File: config.mk
export PLATFORM = sky130hd
export DESIGN_NAME = ysyx_24110015_wb_unit
export DESIGN_NICKNAME = d
export VERILOG_FILES = /design/src/rtl/ysyx_24110015_wb_pkg.sv /design/src/rtl/ysyx_24110015_wb_fifo.sv /design/src/rtl/ysyx_24110015_wb_unit.sv
export SDC_FILE = /design/constraint.sdc
export NUM_CORES = 1
export LEC_CHECK = 0
export BUFFER_PORTS_ARGS = -buffer_cell sky130_fd_sc_hd__buf_2
export CORE_ASPECT_RATIO = 0.8
export CORE_MARGIN = 5
export CORE_UTILIZATION = 40
export DETAILED_ROUTE_END_ITERATION = 7
export SLEW_MARGIN = 10
export SYNTH_ARGS = -nofsm -noshare
export SYNTH_HDL_FRONTEND = slang
export SYNTH_SLANG_ARGS = --single-unit
export TNS_END_PERCENT = 20
File: constraint.sdc
create_clock -name clk -period 3.4 [get_ports clk]
set_clock_uncertainty 0.1 [all_clocks]
set_input_delay 0.68 -clock clk [delete_from_list [all_inputs] [get_ports clk]]
set_output_delay 0.68 -clock clk [all_outputs]
set_load 0.01 [all_outputs]
File: src/rtl/ysyx_24110015_wb_pkg.sv
// rtl/ysyx_24110015_wb_pkg.sv - shared types and constants for the write-back unit
package ysyx_24110015_wb_pkg;

  localparam int WB_ADDR_WIDTH = 5;
  localparam int WB_DATA_WIDTH = 32;
  localparam int WB_DEPTH      = 2;

  // x0 is never written and never pending
  localparam int REG_ZERO = 0;

  // One buffered result at default widths: destination and value
  typedef struct packed {
    logic [WB_ADDR_WIDTH-1:0] rd;
    logic [WB_DATA_WIDTH-1:0] data;
  } wb_entry_t;

endpackage

File: src/rtl/ysyx_24110015_wb_fifo.sv
// rtl/ysyx_24110015_wb_fifo.sv - in-order result FIFO with count-based full/empty and a combinational head
module ysyx_24110015_wb_fifo #(
  parameter int WIDTH = 37,
  parameter int DEPTH = 2
) (
  input  logic             clk,
  input  logic             rst_n,
  input  logic             push,
  input  logic [WIDTH-1:0] push_data,
  input  logic             pop,
  output logic [WIDTH-1:0] head,
  output logic             full,
  output logic             empty
);

  localparam int PW = $clog2(DEPTH);
  localparam logic [PW:0] DEPTH_CNT = (PW+1)'(DEPTH);

  logic [WIDTH-1:0] mem [DEPTH];
  logic [PW-1:0]    wr_ptr;
  logic [PW-1:0]    rd_ptr;
  logic [PW:0]      count;
  logic             push_ok;
  logic             pop_ok;

  assign full    = (count == DEPTH_CNT);
  assign empty   = (count == '0);
  assign push_ok = push && !full;
  assign pop_ok  = pop && !empty;

  // Head reads as zero when empty so downstream sees a clean idle bus
  assign head = empty ? '0 : mem[rd_ptr];

  // Pointers wrap naturally because DEPTH is a power of two
  always_ff @(posedge clk or negedge rst_n) begin
    if (!rst_n) begin
      wr_ptr <= '0;
      rd_ptr <= '0;
      count  <= '0;
    end else begin
      if (push_ok) wr_ptr <= wr_ptr + PW'(1);
      if (pop_ok)  rd_ptr <= rd_ptr + PW'(1);
      case ({push_ok, pop_ok})
        2'b10:   count <= count + (PW+1)'(1);
        2'b01:   count <= count - (PW+1)'(1);
        default: count <= count;
      endcase
    end
  end

  // Storage needs no reset; entries are only visible once counted
  always_ff @(posedge clk) begin
    if (push_ok) mem[wr_ptr] <= push_data;
  end

endmodule

File: src/rtl/ysyx_24110015_wb_unit.sv
// rtl/ysyx_24110015_wb_unit.sv - write-back unit: result FIFO into the register file plus pending scoreboard
module ysyx_24110015_wb_unit
  import ysyx_24110015_wb_pkg::*;
#(
  parameter int ADDR_WIDTH = WB_ADDR_WIDTH,
  parameter int DATA_WIDTH = WB_DATA_WIDTH,
  parameter int DEPTH      = WB_DEPTH
) (
  input  logic                  clk,
  input  logic                  rst_n,
  input  logic                  in_valid,
  output logic                  in_ready,
  input  logic                  in_wen,
  input  logic [ADDR_WIDTH-1:0] in_rd,
  input  logic [DATA_WIDTH-1:0] in_data,
  input  logic                  iss_valid,
  input  logic                  iss_wen,
  input  logic [ADDR_WIDTH-1:0] iss_rd,
  input  logic [ADDR_WIDTH-1:0] chk_rs1,
  input  logic [ADDR_WIDTH-1:0] chk_rs2,
  input  logic [ADDR_WIDTH-1:0] chk_rd,
  output logic                  stall,
  output logic                  rf_wen,
  output logic [ADDR_WIDTH-1:0] rf_waddr,
  output logic [DATA_WIDTH-1:0] rf_wdata
);

  localparam int NREGS = 2**ADDR_WIDTH;
  localparam int EW    = ADDR_WIDTH + DATA_WIDTH;
  localparam logic [ADDR_WIDTH-1:0] ZERO_IDX = ADDR_WIDTH'(REG_ZERO);

  logic          fifo_full;
  logic          fifo_empty;
  logic          push;
  logic          pop;
  logic          iss_set;
  logic [EW-1:0] head;
  logic [NREGS-1:0] pending;
  logic [NREGS-1:0] pending_next;

  // Results with nothing to write are consumed without touching the FIFO
  assign in_ready = !fifo_full;
  assign push     = in_valid && in_ready && in_wen && (in_rd != ZERO_IDX);
  assign pop      = !fifo_empty;

  ysyx_24110015_wb_fifo #(
    .WIDTH (EW),
    .DEPTH (DEPTH)
  ) u_fifo (
    .clk       (clk),
    .rst_n     (rst_n),
    .push      (push),
    .push_data ({in_rd, in_data}),
    .pop       (pop),
    .head      (head),
    .full      (fifo_full),
    .empty     (fifo_empty)
  );

  // The register file writes the head on the same edge the FIFO pops it
  assign rf_wen   = pop;
  assign rf_waddr = head[EW-1:DATA_WIDTH];
  assign rf_wdata = head[DATA_WIDTH-1:0];

  assign iss_set = iss_valid && iss_wen && (iss_rd != ZERO_IDX);

  // Clear the retiring register first so a same-edge issue of it wins
  always_comb begin
    pending_next = pending;
    if (pop)     pending_next[rf_waddr] = 1'b0;
    if (iss_set) pending_next[iss_rd]   = 1'b1;
    pending_next[REG_ZERO] = 1'b0;
  end

  // Scoreboard state; reset forgets every outstanding writer
  always_ff @(posedge clk or negedge rst_n) begin
    if (!rst_n) pending <= '0;
    else        pending <= pending_next;
  end

  assign stall = pending[chk_rs1] | pending[chk_rs2] | pending[chk_rd];

endmodule

==> impl_metrics.py <==
metrics = {
    "run_status": {
        "status": "completed",
    },
    "power_and_ir_drop": {
        "cellPowerDensity_mw_per_mm2": 599,
        "total_leakage_power_nw": 2.29,
        "report.power.total_mw": 3.64,
        "vdd_drop_max_mv": 0.352,
    },
    "global_route": {
        "use_met1_pct": 22.3,
        "largest_net_degree_at_the_start_of_global_routing": 38,
        "global_route.usage.met3_pct": 6.17,
        "grt_first_pass_wirelength_mm": 19.7,
        "antenna_found_initial": 1,
        "vias_in_the_first_global_route": 3651,
        "groute.layer.met2.usage_pct": 25.2,
        "gr-max-usage-layer": "met2",
        "global_route.usage.total_pct": 16.7,
        "grt_overflow_total": 0,
    },
    "final_layout": {
        "post-route-util_pct": 47.9,
        "ff_latch_area_mm2": 0.00310,
        "layout.cells.most_common": "sky130_fd_sc_hd__buf_2",
        "design_area_mm2": 0.00608,
        "flow.area_growth_from_synthesis_pct": 18.8,
        "multi_input_area_mm2": 0.00190,
        "filler_cell_count": 1164,
        "n_antenna_cell": 0,
        "layout_common_cells": "102 x sky130_fd_sc_hd__buf_2, 74 x sky130_fd_sc_hd__edfxtp_1, 49 x sky130_fd_sc_hd__o21ai_0",
        "final_layout_size_suffix_gt1_share_pct": 32.4,
        "nNetsFinal": 536,
    },
    "timing": {
        "drv_slew": 0,
        "final.period_utilization_pct": 93.1,
        "fin_tns_setup_ps": 0,
        "post-route-worst-setup-slack_ps": 233,
        "tightest_slew_ps": 1090,
        "grt_setup_unrepaired": "false",
        "maxClockFrequency_ghz": 0.316,
        "hold_violations": 0,
        "post-route-min-period_ps": 3170,
        "finalSetupViolCount": 0,
        "maxSlewHeadroom_pct": 27.0,
    },
    "floorplan": {
        "initial_core_util_pct": 40.3,
        "die_outline_area_mm2": 0.0152,
        "core_area_mm2": 0.0127,
        "die-width_um": 136,
        "floorplan.rows": 37,
        "floorplan.io_pins": 103,
        "height_of_the_die_um": 111,
    },
    "place": {
        "place.gp.congestion": 0.921,
        "placed_cell_area_mm2": 0.00580,
        "numPortBuffers": 102,
        "preCtsSetupSlack_ps": 213,
        "detailedPlacementHpwl_mm": 9.05,
    },
    "synthesis": {
        "synth.lib_cells_used.distinct": 40,
        "netlist.area_leader.share_pct": 43.4,
        "netlist_area_mm2": 0.00512,
        "synth.yosys.seq_area_share_pct": 60.5,
        "postSynthAreaPerCell_um2": 13.7,
        "postSynthNetCount": 436,
        "library_cell_occupying_the_most_area_in_the_post_synthesis_netlist": "sky130_fd_sc_hd__edfxtp_1",
        "post_synth_main_area_contributors": "sky130_fd_sc_hd__edfxtp_1 43%, sky130_fd_sc_hd__dfrtp_1 17%, sky130_fd_sc_hd__mux2i_1 8.2%",
        "ys_ff_latch": 109,
        "post_synth_inst_count": 373,
        "ys_warn_count": 0,
    },
    "route": {
        "drt_pre_antenna_iters": 4,
        "drtAntennaViolNets": 0,
        "drt-initial-drc-count": 335,
        "via_count": 3569,
        "post-route-drc-count": 0,
        "postRouteWirelength_mm": 12.4,
        "route.detailed.vias_per_inst": 5.47,
        "routedWlPerCell_um": 19.0,
    },
    "run": {
        "maxCapViolations": 0,
    },
    "clocking": {
        "cts_made_buffers": 9,
        "cts_root_buffer": "sky130_fd_sc_hd__clkbuf_16",
        "holdBufCountCts": 0,
        "tritoncts_clock_tree": "built",
        "post-cts-setup-buffers": 0,
        "htreeDepth": 3,
        "cts.sinks": 109,
        "cts.path.max_buffers": 2,
        "cts.clk_slew.worst_paths_ps": 70,
        "clock_insertion_delay_worst_skew_ps": 350,
        "cts-resized-gates": 0,
    },
    "worst_setup_path": {
        "critical_path_peak_fanout": 12,
        "critical_path_rt_ps": 2620,
        "critical_path.endpoint_type": "output port",
        "critPathArrivalTime_ps": 2390,
        "critical_path.startpoint_type": "input pin",
        "rr_worst_depth": 6,
        "path_class": "input pin to output port",
    },
    "hold_path": {
        "classification_of_the_worst_slack_hold_path": "input pin to async pin",
    },
}
power breakdown:
part	internal (mW)	switching (mW)
registers	1.63	0.198
clock network	0.502	0.479
logic	0.411	0.425
worst max-delay path, stage by stage:
cell                        delay (ps)
sky130_fd_sc_hd__buf_2             260
sky130_fd_sc_hd__mux2_2            370
sky130_fd_sc_hd__a221oi_1          280
sky130_fd_sc_hd__a2111oi_0         110
sky130_fd_sc_hd__a2111oi_0         380
sky130_fd_sc_hd__nand4_1           140
sky130_fd_sc_hd__buf_2             160
synthesized netlist by cell type (all sizes together):
master   instances
o22ai            3
clkinv           1
o41ai           15
or2              1
or3              1
edfxtp          74
o21ai           51
o2111ai          2
and2b            1
mux2            11
mux4            18
mux2i           42
nand2b           4
a2111oi          3
clkbuf           4
xnor2            2
nor2b            2
nand2            8
buf             14
inv              8
dfrtp           35
nor4b            2
a21oi            1
or4              1
nand4            4
a311oi           1
nand3b           5
a221oi           2
nor2            42
and2             2
o22a             1
nand3           12
layer usage:
metal / part of all wire (%) / wire length, um / up-vias
li1: - / - / 1659
met1: 43 / 5290 / 1741
met2: 46 / 5730 / 143
met3: 8.6 / 1060 / 24
met4: 2.2 / 278 / 2
met5: 0.089 / 11 / -
layout make-up:
| type | instances | share of cell area (%) |
|---|---|---|
| Sequential cell | 109 | 51.0 |
| Multi-Input combinational cell | 237 | 31.3 |
| Clock inverter | 6 | 0.803 |
| Tap cell | 175 | 3.60 |
| Timing Repair Buffer | 107 | 9.02 |
| Clock buffer | 10 | 3.77 |
| Inverter | 9 | 0.556 |
cells by family after synthesis:
logic type | after synthesis | share of synthesized area [%]
buffers and inverters | 27 | 2.66
AO/OA/AOI/OAI | 79 | 9.56
multiplexers | 71 | 18.9
flip-flops | 109 | 60.5
AND/OR/NAND/NOR | 85 | 8.00
XOR/XNOR | 2 | 0.342
per-stage QoR:
step,hold slack [ps],cells
finish,305,653
global route,377,653
CTS,317,653
detailed placement,414,637
global placement,405,637
floorplan,284,373
worst paths after layout:
path	endpoint	start	slack, ps
min in group clk	u_fifo.mem[1][23]	in_data[23]	420
max in group asynchronous	u_fifo.rd_ptr	rst_n	2360
setup reg to reg	pending[2]	u_fifo.rd_ptr	820
hold / removal	pending[20]	rst_n	310
hold reg to reg	u_fifo.count[1]	u_fifo.count[0]	430
setup / recovery	stall	chk_rs2[1]	230
sequential cells by signal, summed over array words and instances, names as in the netlist:
register,cells
u_fifo.wr_ptr,1
u_fifo.rd_ptr,1
pending,31
u_fifo.mem,74
u_fifo.count,2
Power figures use the tool's default switching activity.
